$ cat config.mk
export PLATFORM = sky130hd
export DESIGN_NAME = obj_pixel_serializer
export DESIGN_NICKNAME = d
export VERILOG_FILES = /design/src/rtl/obj_pixel_serializer.sv
export SDC_FILE = /design/constraint.sdc
export NUM_CORES = 1
export LEC_CHECK = 0
export ABC_CLOCK_PERIOD_IN_PS = 1700
export CORE_MARGIN = 3
export CORE_UTILIZATION = 48
export CTS_BUF_LIST = sky130_fd_sc_hd__clkbuf_4
export DETAILED_ROUTE_END_ITERATION = 16
export GPL_TIMING_DRIVEN = 0
export PLACE_DENSITY = 0.81
export REMOVE_ABC_BUFFERS = 1
export SLEW_MARGIN = 20
export SYNTH_ARGS = -nofsm -noshare
export SYNTH_HDL_FRONTEND = slang
export SYNTH_SLANG_ARGS = --single-unit
$ cat constraint.sdc
create_clock -name clk -period 1.7 [get_ports clk]
set_input_delay 0.255 -clock clk [delete_from_list [all_inputs] [get_ports clk]]
set_output_delay 0.255 -clock clk [all_outputs]
set_load 0.02 [all_outputs]
$ cat src/rtl/obj_pixel_serializer.sv
// Sprite-object pixel serializer: loads one 8-pixel, 4-bitplane slice and shifts it out
// one pixel per Cen rising edge, writing opaque pixels into the selected A/B line buffer.
module obj_pixel_serializer #(
    parameter int XW = 9,
    parameter int CW = 4
) (
    input  logic            clk,
    input  logic            reset,
    input  logic            Cen,
    input  logic            PLOAD_RSHIFTn,
    input  logic            RL_Sel,
    input  logic            AB_Sel,
    input  logic [31:0]     gfx_data,
    input  logic [CW-1:0]   attr_color,
    input  logic [XW-1:0]   attr_x,
    output logic            lb_we,
    output logic            lb_bank,
    output logic [XW-1:0]   lb_addr,
    output logic [CW+3:0]   lb_data,
    output logic [3:0]      pix,
    output logic            busy
);

    // Slice state
    logic              last_cen_q, last_cen_d;
    logic [3:0][7:0]   planes_q,   planes_d;
    logic [CW-1:0]     colour_q,   colour_d;
    logic [XW-1:0]     x_q,        x_d;
    logic [3:0]        cnt_q,      cnt_d;
    logic              flip_n_q,   flip_n_d;
    logic              bank_q,     bank_d;

    // Registered outputs
    logic              lb_we_q,    lb_we_d;
    logic              lb_bank_q,  lb_bank_d;
    logic [XW-1:0]     lb_addr_q,  lb_addr_d;
    logic [CW+3:0]     lb_data_q,  lb_data_d;
    logic [3:0]        pix_q,      pix_d;
    logic              busy_q,     busy_d;

    logic              evt;
    logic [3:0]        head;

    // A pixel-clock event is the first clk cycle of each Cen high phase.
    assign evt = Cen & ~last_cen_q;

    always_comb begin
        head = '0;
        for (int p = 0; p < 4; p++) begin
            head[p] = flip_n_q ? planes_q[p][7] : planes_q[p][0];
        end
    end

    always_comb begin
        // NOTE: every next-state value gets a default first, so no path through the
        // branches below leaves a variable unassigned and no latch is inferred.
        last_cen_d = Cen;
        planes_d   = planes_q;
        colour_d   = colour_q;
        x_d        = x_q;
        cnt_d      = cnt_q;
        flip_n_d   = flip_n_q;
        bank_d     = bank_q;
        lb_we_d    = 1'b0;
        lb_bank_d  = lb_bank_q;
        lb_addr_d  = lb_addr_q;
        lb_data_d  = lb_data_q;
        pix_d      = pix_q;

        if (evt) begin
            if (!PLOAD_RSHIFTn) begin
                // Load always wins, discarding whatever remains of the previous slice.
                planes_d = gfx_data;
                colour_d = attr_color;
                x_d      = attr_x;
                flip_n_d = RL_Sel;
                bank_d   = AB_Sel;
                cnt_d    = 4'd8;
            end else if (cnt_q != 4'd0) begin
                pix_d = head;
                if (head != 4'd0) begin
                    lb_we_d   = 1'b1;
                    lb_addr_d = x_q;
                    lb_data_d = {colour_q, head};
                    lb_bank_d = bank_q;
                end
                for (int p = 0; p < 4; p++) begin
                    planes_d[p] = flip_n_q ? (planes_q[p] << 1) : (planes_q[p] >> 1);
                end
                // X advances for transparent pixels too and wraps modulo 2^XW.
                x_d   = x_q + XW'(1);
                cnt_d = cnt_q - 4'd1;
            end else begin
                pix_d = 4'd0;
            end
        end

        busy_d = (cnt_d != 4'd0);
    end

    always_ff @(posedge clk) begin
        // NOTE: state registers use non-blocking assignment so every flop samples the
        // pre-edge value of the others, matching the hardware.
        if (reset) begin
            // Cen held high across reset release must not look like a rising edge.
            last_cen_q <= 1'b1;
            planes_q   <= '0;
            colour_q   <= '0;
            x_q        <= '0;
            cnt_q      <= '0;
            flip_n_q   <= 1'b0;
            bank_q     <= 1'b0;
            lb_we_q    <= 1'b0;
            lb_bank_q  <= 1'b0;
            lb_addr_q  <= '0;
            lb_data_q  <= '0;
            pix_q      <= '0;
            busy_q     <= 1'b0;
        end else begin
            last_cen_q <= last_cen_d;
            planes_q   <= planes_d;
            colour_q   <= colour_d;
            x_q        <= x_d;
            cnt_q      <= cnt_d;
            flip_n_q   <= flip_n_d;
            bank_q     <= bank_d;
            lb_we_q    <= lb_we_d;
            lb_bank_q  <= lb_bank_d;
            lb_addr_q  <= lb_addr_d;
            lb_data_q  <= lb_data_d;
            pix_q      <= pix_d;
            busy_q     <= busy_d;
        end
    end

    assign lb_we   = lb_we_q;
    assign lb_bank = lb_bank_q;
    assign lb_addr = lb_addr_q;
    assign lb_data = lb_data_q;
    assign pix     = pix_q;
    assign busy    = busy_q;

endmodule
==> summary.txt, run 1 <==
Final layout
  • Final Net Count: between 500 and 600
  • Area of the multi-input gates: 2080 µm²
  • Finished Cell Area: 4950 µm²
  • Post-layout util: 67.9%
  • ANT cells: 0
  • Commonest non-fill, non-tap cells in the layout: nand2_1, dfxtp_1, clkdlybuf4s50_1
  • Fillers: 597
  • Layout cells sized above 1: 14.9%
  • Commonest non-fill, non-tap cell in the layout: nand2_1
  • Area Growth Syn to Fin: 36.9%
  • FF+latch area: 1530 µm²

Placement
  • GPL Wtd Cong: roughly 0.8
  • Number of buffer cells added on primary ports: 74
  • Hpwl dp: 5910 µm
  • DP Area: 4390 µm²

Route
  • # DRC: 0
  • Wire length per cell: 16.7 µm
  • Total Wirelength: about 10000 µm
  • Vias per inst: approximately 6
  • DRT antenna net count: 0
  • Starting DRC count in detailed routing: 260
  • Via count: 3633
  • DR pass1 iterations: 4

Hold path
  • Hold Path Class: input port to flip-flop
  • WHS Path Cells: 3
  • Hold EP: planes_q[15]
  • Hold path startpoint: PLOAD_RSHIFTn

Worst setup path
  • Worst Setup End Kind: flip-flop
  • Worst r2r dst: busy
  • Critical Path Fanout Max: 5
  • Max incr delay on CP: between 0.4 and 0.5 ns
  • Crit path launch type: flip-flop
  • CP arrival: 2.11 ns
  • WS Path Type: flip-flop to flip-flop
  • Worst setup path start: cnt_q[0]
  • Worst R2R Setup Slack: -0.07 ns
  • CP top delay family: simple AND/OR/NAND/NOR gates
  • Required @ worst endpoint: around 2 ns
  • Slowest-stage cell, CP: or4_1
  • Critical path, cell by cell: buf_4, or3_1, or4_1, and3_4, a31oi_1
  • Worst Path Buf+Inv: 1
  • Reg2reg path depth: 5
  • Critical R2R Launch: cnt_q[0]

STA
  • Measured slew at the worst slew-check pin: 0.825 ns
  • Hold Slack: 0.347 ns
  • Final setup fails: 1
  • Final worst path period share: 104%
  • RSZ-0062 raised after global routing: true
  • Slew Viols, Final: 0
  • Slew HR: 45.0%
  • Final hold violation count: 0
  • Worst Skew: 0.0142 ns
  • Post-route setup slack: -0.0692 ns
  • Clock period minus worst slack: 1.77 ns
  • Fmax: 565 MHz

Die
  • Chip height: about 93 µm
  • Die W: 92.8 µm
  • Die area: 8620 µm²
  • Initial core utilization: just under 50%
  • Cell Rows: 31
  • Num ports: 75
  • Core Region: 7290 µm²

Global routing
  • Largest net degree at the start of global routing: 78
  • Grt ovf: 0
  • Initial antenna violation count: 0
  • Total track usage: 22.9%
  • First-pass GRT wire length: 15900 µm
  • Vias in the first global route: 3407

Synthesis
  • Mapped Area: about 3600 µm²
  • Sequential fraction of the synthesis area: between 40% and 50%
  • Async SR Flop Fraction: 0%
  • Post-synth EDFFs: 0
  • Avg Inst Size Synth: 8.17 µm²
  • Distinct cells, synth: 49
  • #FFs+latches synth: 76
  • Post-Synthesis Cells: around 440
  • Yosys warnings: 0
  • Most used DFF post-synth: dfxtp_1

Run
  • Max Cap Viol: 0

Outcome
  • Failing checks: negative setup slack
  • Status: finished, violations left

Power and ir drop
  • Max VDD drop: 416 µV
  • Pwr dens: 720 nW/µm²
  • Leakage: between 1.5 and 2 nW

Clock network
  • Clk_lat worst skew: 0.42 ns
  • CTS Buf Count: 9
  • H-tree depth: 3
  • Longest Clk Path Bufs: 2
  • Clock transition at the registers of the reported paths: 0.12 ns
  • CTS tree: yes
  • CTS root buffer: clkbuf_4
  • Post-CTS Hold Fix Bufs: 0
  • Clock sinks: 76
## synthesized netlist by cell type (2+ instances only)
library cell | count | share of area (%)
a211oi_1 | 3 | 0.62
a21oi_1 | 66 | 9.1
a2bb2oi_1 | 2 | 0.48
a311oi_1 | 9 | 2.2
and4_1 | 3 | 0.73
and4b_1 | 2 | 0.55
buf_1 | 4 | 0.41
buf_2 | 14 | 1.9
clkbuf_1 | 15 | 1.6
dfxtp_1 | 76 | 42
ha_1 | 2 | 0.69
inv_1 | 6 | 0.62
mux2_2 | 4 | 1.2
mux2i_1 | 25 | 6.9
nand2_1 | 78 | 8.1
nand2b_1 | 2 | 0.35
nand3_1 | 21 | 2.9
nand3b_1 | 4 | 0.83
nand4_1 | 2 | 0.35
nor2_1 | 17 | 1.8
nor2b_1 | 5 | 0.86
nor3_1 | 3 | 0.41
o211ai_1 | 24 | 5.0
o21a_1 | 2 | 0.41
o21ai_0 | 8 | 1.1
o21ai_1 | 21 | 2.9
o22ai_1 | 2 | 0.35
o32ai_1 | 2 | 0.48
## cells by family (layout without fill, tap and decap cells)
kind of cell / count (synthesis) / count (layout) / synth area share (%)
mux: 29 / 29 / 8.16
buf+inv: 42 / 119 / 5.29
flops: 76 / 76 / 42.0
compound gates: 145 / 146 / 24.0
fa+ha+maj: 2 / 2 / 0.691
simple gates: 148 / 151 / 19.5
xor+xnor: 1 / 1 / 0.242
## per-layer routing
metal  global-route usage, %  wire, µm  part of all wire (%)  up-vias
met5                       0         0                     0        -
met4                    8.67       167                   1.6        0
met3                    4.63       706                   6.8       19
met2                    38.6      5210                    50      145
met1                    28.6      4290                    41     1701
li1                        -         -                     -     1768
## report_power, final
group          internal, mW  switching (mW)  leakage (nW)
clock network         0.623           0.625        0.0845
logic                 0.231           0.240          1.01
registers              1.81          0.0360         0.616
total                  2.67           0.901          1.71
## worst register-to-register path, stage by stage, from the launching register on
cell and delay (ns):
dfxtp_2 0.35, buf_4 0.14, or3_1 0.38, or4_1 0.45
and3_4 0.21, a31oi_1 0.15
## stage by stage
stage	std cells	setup WS, ns	TNS [ns]	power, mW
detailed placement	584	-0.793	-32.90	2.27
global route	623	-0.124	-0.591	3.69
global placement	580	-4.23	-256.01	2.26
finish	623	-0.0692	-0.0692	3.57
CTS	617	0.0112	0	3.53
floorplan	407	-1.46	-66.75	2.03
## worst max-delay path by stage
stage | end | slack [ns] | cells past startpoint
4_1_cts | planes_q[3] | 0.01 | 9
5_1_grt | busy | -0.12 | 5
6_report | busy | -0.07 | 5
2_1_floorplan | x_q[0] | -1.46 | 6
3_5_place_dp | x_q[8] | -0.79 | 5
3_3_place_gp | x_q[6] | -4.23 | 4
## sequential cells by signal (all words and copies together) (netlist names)
signal and cells:
colour_q 4, lb_bank 1, pix 4, cnt_q 4, last_cen_q 1, lb_addr 9
busy 1, x_q 9, lb_we 1, bank_q 1, lb_data 8, flip_n_q 1
planes_q 32
## repair_timing
item,4_1_cts,5_1_grt
gates resized for setup,17,26
cloned,3,4
endpoints found under the hold margin,0,0
pin swaps,4,11
setup buffers,14,2
endpoints found under the setup margin,68,53
## final cells by class
cell class	instances	share of cell area (%)
multi-input cells	329	42.0
flip-flops and latches	76	30.8
repair buffers	97	21.0
well taps	99	2.50
clock buffers	11	1.67
clock inverters	5	1.54
inverters	6	0.455
Power figures use the tool's default switching activity.
==> inputs of run 2 (changes only) <==
Settings changed: SKIP_CTS_REPAIR_TIMING from default to 1, SKIP_LAST_GASP from default to 1.
==> run 2 against run 1 <==
Critical path type unchanged. Design area is 2.6% lower. Global-route usage is 2.0 points lower. Largest cell class unchanged. Hold slack better by 0.0039 ns. Highest routed layer unchanged. Final cell count is 0.96% lower. The run still ends with negative setup slack left. Flip-flop and latch count stayed put. Setup slack better by 0.049 ns. Die area stayed put. Clock-buffer cell count stayed put. Sequential share of layout area is 0.88 points higher.
==> summary.txt, run 2 (synthesized netlist as in run 1, its figures left out) <==
Die
  • Chip height: 92.8 µm
  • Num ports: 75
  • Core Region: between 7000 and 8000 µm²
  • Initial core utilization: between 40% and 50%
  • Die area: 8620 µm²
  • Cell Rows: 31
  • Die W: 92.8 µm

Worst setup path
  • Worst Path Buf+Inv: 4
  • Required @ worst endpoint: 2.04 ns
  • Max incr delay on CP: ~0.38 ns
  • CP top delay family: buffers and inverters
  • Slowest-stage cell, CP: dfxtp_4
  • CP arrival: 2.06 ns
  • Worst Setup End Kind: flip-flop
  • Crit path launch type: flip-flop
  • WS Path Type: flip-flop to flip-flop
  • Critical path, cell by cell: inv_2, ha_4, nor3b_4, buf_4, a21oi_4, buf_12, buf_8, o211ai_1, a21oi_1
  • Critical Path Fanout Max: 7

Placement
  • GPL Wtd Cong: 0.781
  • Hpwl dp: approximately 5900 µm
  • Dpl cells: slightly below 600
  • Number of buffer cells added on primary ports: between 70 and 80

Final layout
  • Final Net Count: 566
  • Commonest non-fill, non-tap cell in the layout: nand2_1
  • Layout cells sized above 1: 12.2%
  • Fillers: roughly 620
  • Max reg flops: 32
  • Commonest non-fill, non-tap cells in the layout: nand2_1, dfxtp_1, clkdlybuf4s50_1
  • Biggest register: planes_q
  • Post-layout util: 66.1%
  • Non-filler cells, final: 617
  • ANT cells: 0
  • Area Growth Syn to Fin: 33.3%

Route
  • Via count: 3542
  • Vias per inst: approximately 5.7
  • # DRC: 0
  • Starting DRC count in detailed routing: 223
  • DRT antenna net count: 0
  • Total Wirelength: 9560 µm
  • DR pass1 iterations: 5
  • Wire length per cell: ~15 µm

STA
  • Post-route setup slack: -0.0199 ns
  • Worst Skew: 0.0132 ns
  • Fmax: 581 MHz
  • Final hold violation count: 0
  • RSZ-0062 raised after global routing: true
  • Slew HR: approximately 47%
  • Hold Slack: about 0.35 ns
  • Final worst path period share: 101%
  • Final setup fails: 5
  • Slew Viols, Final: 0
  • Measured slew at the worst slew-check pin: roughly 0.8 ns
  • Clock period minus worst slack: 1.72 ns
  • Setup_tns: -0.0453 ns

Clock network
  • Clock transition at the registers of the reported paths: ~0.12 ns
  • Clk_lat worst skew: 0.42 ns
  • Clock sinks: 76
  • H-tree depth: 3
  • CTS tree: yes
  • CTS Buf Count: 9
  • Longest Clk Path Bufs: 2
  • CTS root buffer: clkbuf_4

Global routing
  • Total track usage: roughly a fifth
  • Initial antenna violation count: 0
  • Largest net degree at the start of global routing: 78
  • First-pass GRT wire length: between 10000 and 15000 µm
  • Vias in the first global route: about 3200
  • Grt ovf: 0

Power and ir drop
  • Comb pwr share: 12.7%
  • Pwr dens: 731 nW/µm²
  • Flop pwr share: 52.2%
  • Leakage: 1.68 nW
  • Sw frac: 24.7%
  • Switching power total: 873 µW
  • Pint: 2.65 mW
  • Final Power: 3.53 mW
  • Clock Power Share: about a third
  • Max VDD drop: 356 µV

Run
  • Max Cap Viol: 0

Outcome
  • Status: finished, violations left
  • Failing checks: negative setup slack

Hold path
  • Hold Path Class: input port to flip-flop
run 2: worst min-delay path: stages:
cell and delay, ns:
buf_6 0.24, nand3_1 0.15, a311oi_1 0.08
run 2: final cells by class:
| type | instances | area, µm² | area share [%] |
|---|---|---|---|
| multi-input combinational | 326 | 1990 | 41.3 |
| sequential | 76 | 1530 | 31.7 |
| timing repair buffer | 94 | 995 | 20.6 |
| tap | 99 | 124 | 2.57 |
| clock buffer | 11 | 82.6 | 1.71 |
| clock inverter | 5 | 76.3 | 1.58 |
| inverter | 6 | 22.5 | 0.467 |
run 2: stage by stage:
step	setup WS, ns	area [µm²]
after floorplan	-1.46	3450
after global placement	-4.23	4310
after detailed placement	-0.793	4390
after CTS	-0.569	4550
after global routing	-0.0759	4820
final	-0.0199	4820
run 2: per-layer routing:
metal | global-route usage [%] | wire (µm)
met1 | 26.2 | 4080
met5 | 0 | 0
met2 | 35.8 | 4670
met4 | 7.08 | 151
met3 | 3.74 | 657
run 2: worst paths after layout:
kind,slack (ns),depth (start not counted),start,end
min,0.35,3,PLOAD_RSHIFTn,planes_q[15]
max reg2reg,-0.02,9,cnt_q[0],planes_q[22]
max,-0.02,9,cnt_q[0],planes_q[22]
min reg2reg,0.46,2,colour_q[3],lb_data[7]
run 2: power by group through the flow:
stage | combinational [mW] | sequential [mW] | clock (mW)
6_report | 0.447 | 1.84 | 1.24
5_1_grt | 0.481 | 1.85 | 1.33
4_1_cts | 0.389 | 1.85 | 1.25
3_5_place_dp | 0.386 | 1.89 | 0
3_3_place_gp | 0.373 | 1.89 | 0
2_1_floorplan | 0.153 | 1.88 | 0
==> inputs of run 3 (changes only) <==
Settings changed: CORE_MARGIN 3 to default.
==> run 3 against run 2 <==
The run still ends with negative setup slack left. Utilization increased by 1.9 points. Clock power hardly changed. Design area up 2.3%. Hold slack improved by 0.021 ns. Global-route usage grew 2.9 points. Non-clock buffer count stayed put. Total power grew 1.0%. Maximum frequency down 3.1%. Die area shrank 8.4%. Via count increased by 5.3%. Sequential share of layout area is 0.71 points lower. Critical path type unchanged. Critical endpoint is now x_q[8].
==> summary.txt, run 3 (synthesized netlist as in run 1, its figures left out) <==
Worst setup path
  • CP top delay family: buffers and inverters
  • Critical Path Fanout Max: 10
  • WS Path Type: flip-flop to flip-flop
  • Worst R2R Setup Slack: -0.08 ns
  • Critical R2R Launch: cnt_q[1]
  • CP arrival: 2.15 ns
  • Slowest-stage cell, CP: dfxtp_2
  • Worst Path Buf+Inv: 4
  • Reg2reg path depth: 9
  • Worst r2r dst: x_q[8]
  • Crit path launch type: flip-flop
  • Max incr delay on CP: 0.36 ns
  • Worst Setup End Kind: flip-flop
  • Required @ worst endpoint: 2.08 ns
  • Critical path, cell by cell: inv_2, ha_4, nor3b_4, buf_4, clkbuf_16, nor2_4, buf_12, a311oi_2, o21a_1

Route
  • Total Wirelength: 10500 µm
  • Via count: 3728
  • Wire length per cell: 16.9 µm
  • Starting DRC count in detailed routing: roughly 370
  • DR pass1 iterations: 6
  • # DRC: 0
  • DRT antenna net count: 0
  • Vias per inst: 6.02

STA
  • Final worst path period share: 104%
  • RSZ-0062 raised after global routing: true
  • Worst Skew: 0.0115 ns
  • Final hold violation count: 0
  • Final setup fails: 24
  • Clock period minus worst slack: 1.78 ns
  • Slew HR: between 40% and 50%
  • Setup_tns: -0.623 ns
  • Slew Viols, Final: 0
  • Measured slew at the worst slew-check pin: 0.795 ns
  • Fmax: 563 MHz
  • Hold Slack: 0.372 ns
  • Post-route setup slack: -0.0753 ns

Global routing
  • Grt ovf: 0
  • Vias in the first global route: 3124
  • Initial antenna violation count: 0
  • First-pass GRT wire length: 14500 µm
  • Total track usage: between 20% and 30%
  • Largest net degree at the start of global routing: 78

Placement
  • Dpl cells: 584
  • Number of buffer cells added on primary ports: 74
  • Pre-CTS setup slack: -0.697 ns
  • GPL Wtd Cong: 0.775
  • Hpwl dp: 5730 µm
  • DP Area: 4390 µm²

Final layout
  • Commonest non-fill, non-tap cells in the layout: nand2_1, dfxtp_1, clkdlybuf4s50_1
  • Biggest register: planes_q
  • Final Net Count: 568
  • Commonest non-fill, non-tap cell in the layout: nand2_1
  • ANT cells: 0
  • Finished Cell Area: 4930 µm²
  • Area Growth Syn to Fin: 36.3%
  • Fillers: 581
  • Post-layout util: between 60 and 70%
  • Layout cells sized above 1: 12.9%
  • Max reg flops: 32
  • Non-filler cells, final: 619

Clock network
  • Clock transition at the registers of the reported paths: 0.12 ns
  • Clock sinks: 76
  • CTS tree: yes
  • Clk_lat worst skew: 0.42 ns
  • H-tree depth: 3
  • Longest Clk Path Bufs: 2
  • CTS root buffer: clkbuf_4
  • CTS Buf Count: 9

Die
  • Initial core utilization: 49.9%
  • Cell Rows: 31
  • Num ports: 75
  • Die area: 7890 µm²
  • Die W: 88.8 µm
  • Core Region: between 7000 and 8000 µm²
  • Chip height: 88.8 µm

Hold path
  • WHS Path Cells: 3
  • Hold EP: planes_q[0]
  • Hold path startpoint: PLOAD_RSHIFTn
  • Hold Path Class: input port to flip-flop

Power and ir drop
  • Leakage: around 1.7 nW
  • Max VDD drop: ~570 µV
  • Pwr dens: 722 nW/µm²
  • Final Power: 3.56 mW

Outcome
  • Failing checks: negative setup slack
  • Status: finished, violations left

Run
  • Max Cap Viol: 0
-- run 3: cell types whose count changed in the layout (fill, tap and decap cells not counted), moves of 2 or more --
cell	previous run	this run
clkbuf_16	2	4
dlymetal6s2s_1	4	1
a311oi_2	0	2
nor2_4	1	3
o21ai_0	6	8
a311oi_1	9	7
clkdlybuf4s50_1	68	71
buf_6	3	1
buf_4	13	9
o21ai_2	2	0
buf_12	2	6
-- run 3: final cells by class --
cell class              instances  area (µm²)  area share (%)
repair buffers                 94        1060            21.6
multi-input cells             328        2030            41.2
clock inverters                 5        76.3            1.55
clock buffers                  11        82.6            1.67
inverters                       6        25.0           0.507
flip-flops and latches         76        1530            31.0
well taps                      99         124            2.51
-- run 3: how the worst max path moves through the flow --
stage | to | slack, ns | cells past startpoint | start
after global placement | x_q[6] | -4.26 | 4 | PLOAD_RSHIFTn
after detailed placement | lb_data[2] | -0.70 | 5 | PLOAD_RSHIFTn
final | x_q[8] | -0.08 | 9 | cnt_q[1]
after CTS | busy | -0.61 | 6 | cnt_q[0]
after global routing | x_q[8] | -0.14 | 9 | cnt_q[1]
after floorplan | x_q[0] | -1.46 | 6 | cnt_q[0]
-- run 3: worst min-delay path, delay by kind of cell --
| family | cells | cell delay (ns) |
|---|---|---|
| compound gates | 1 | 0.08 |
| simple gates | 1 | 0.15 |
| buf+inv | 1 | 0.24 |
-- run 3: per-layer routing --
| metal | wire (µm) | track usage, % | share of wire [%] | vias up |
|---|---|---|---|---|
| met1 | 4410 | 31.6 | 42 | 1769 |
| met5 | 0 | 0 | 0 | - |
| met4 | 247 | 11.0 | 2.4 | 0 |
| met2 | 4940 | 37.9 | 47 | 192 |
| met3 | 846 | 3.45 | 8.1 | 28 |
| li1 | - | - | - | 1739 |
-- run 3: power breakdown --
part | internal, mW | leakage (nW) | switching, mW | total (mW)
clock network | 0.623 | 0.0845 | 0.633 | 1.26
registers | 1.81 | 0.617 | 0.0357 | 1.85
logic | 0.226 | 0.954 | 0.235 | 0.461
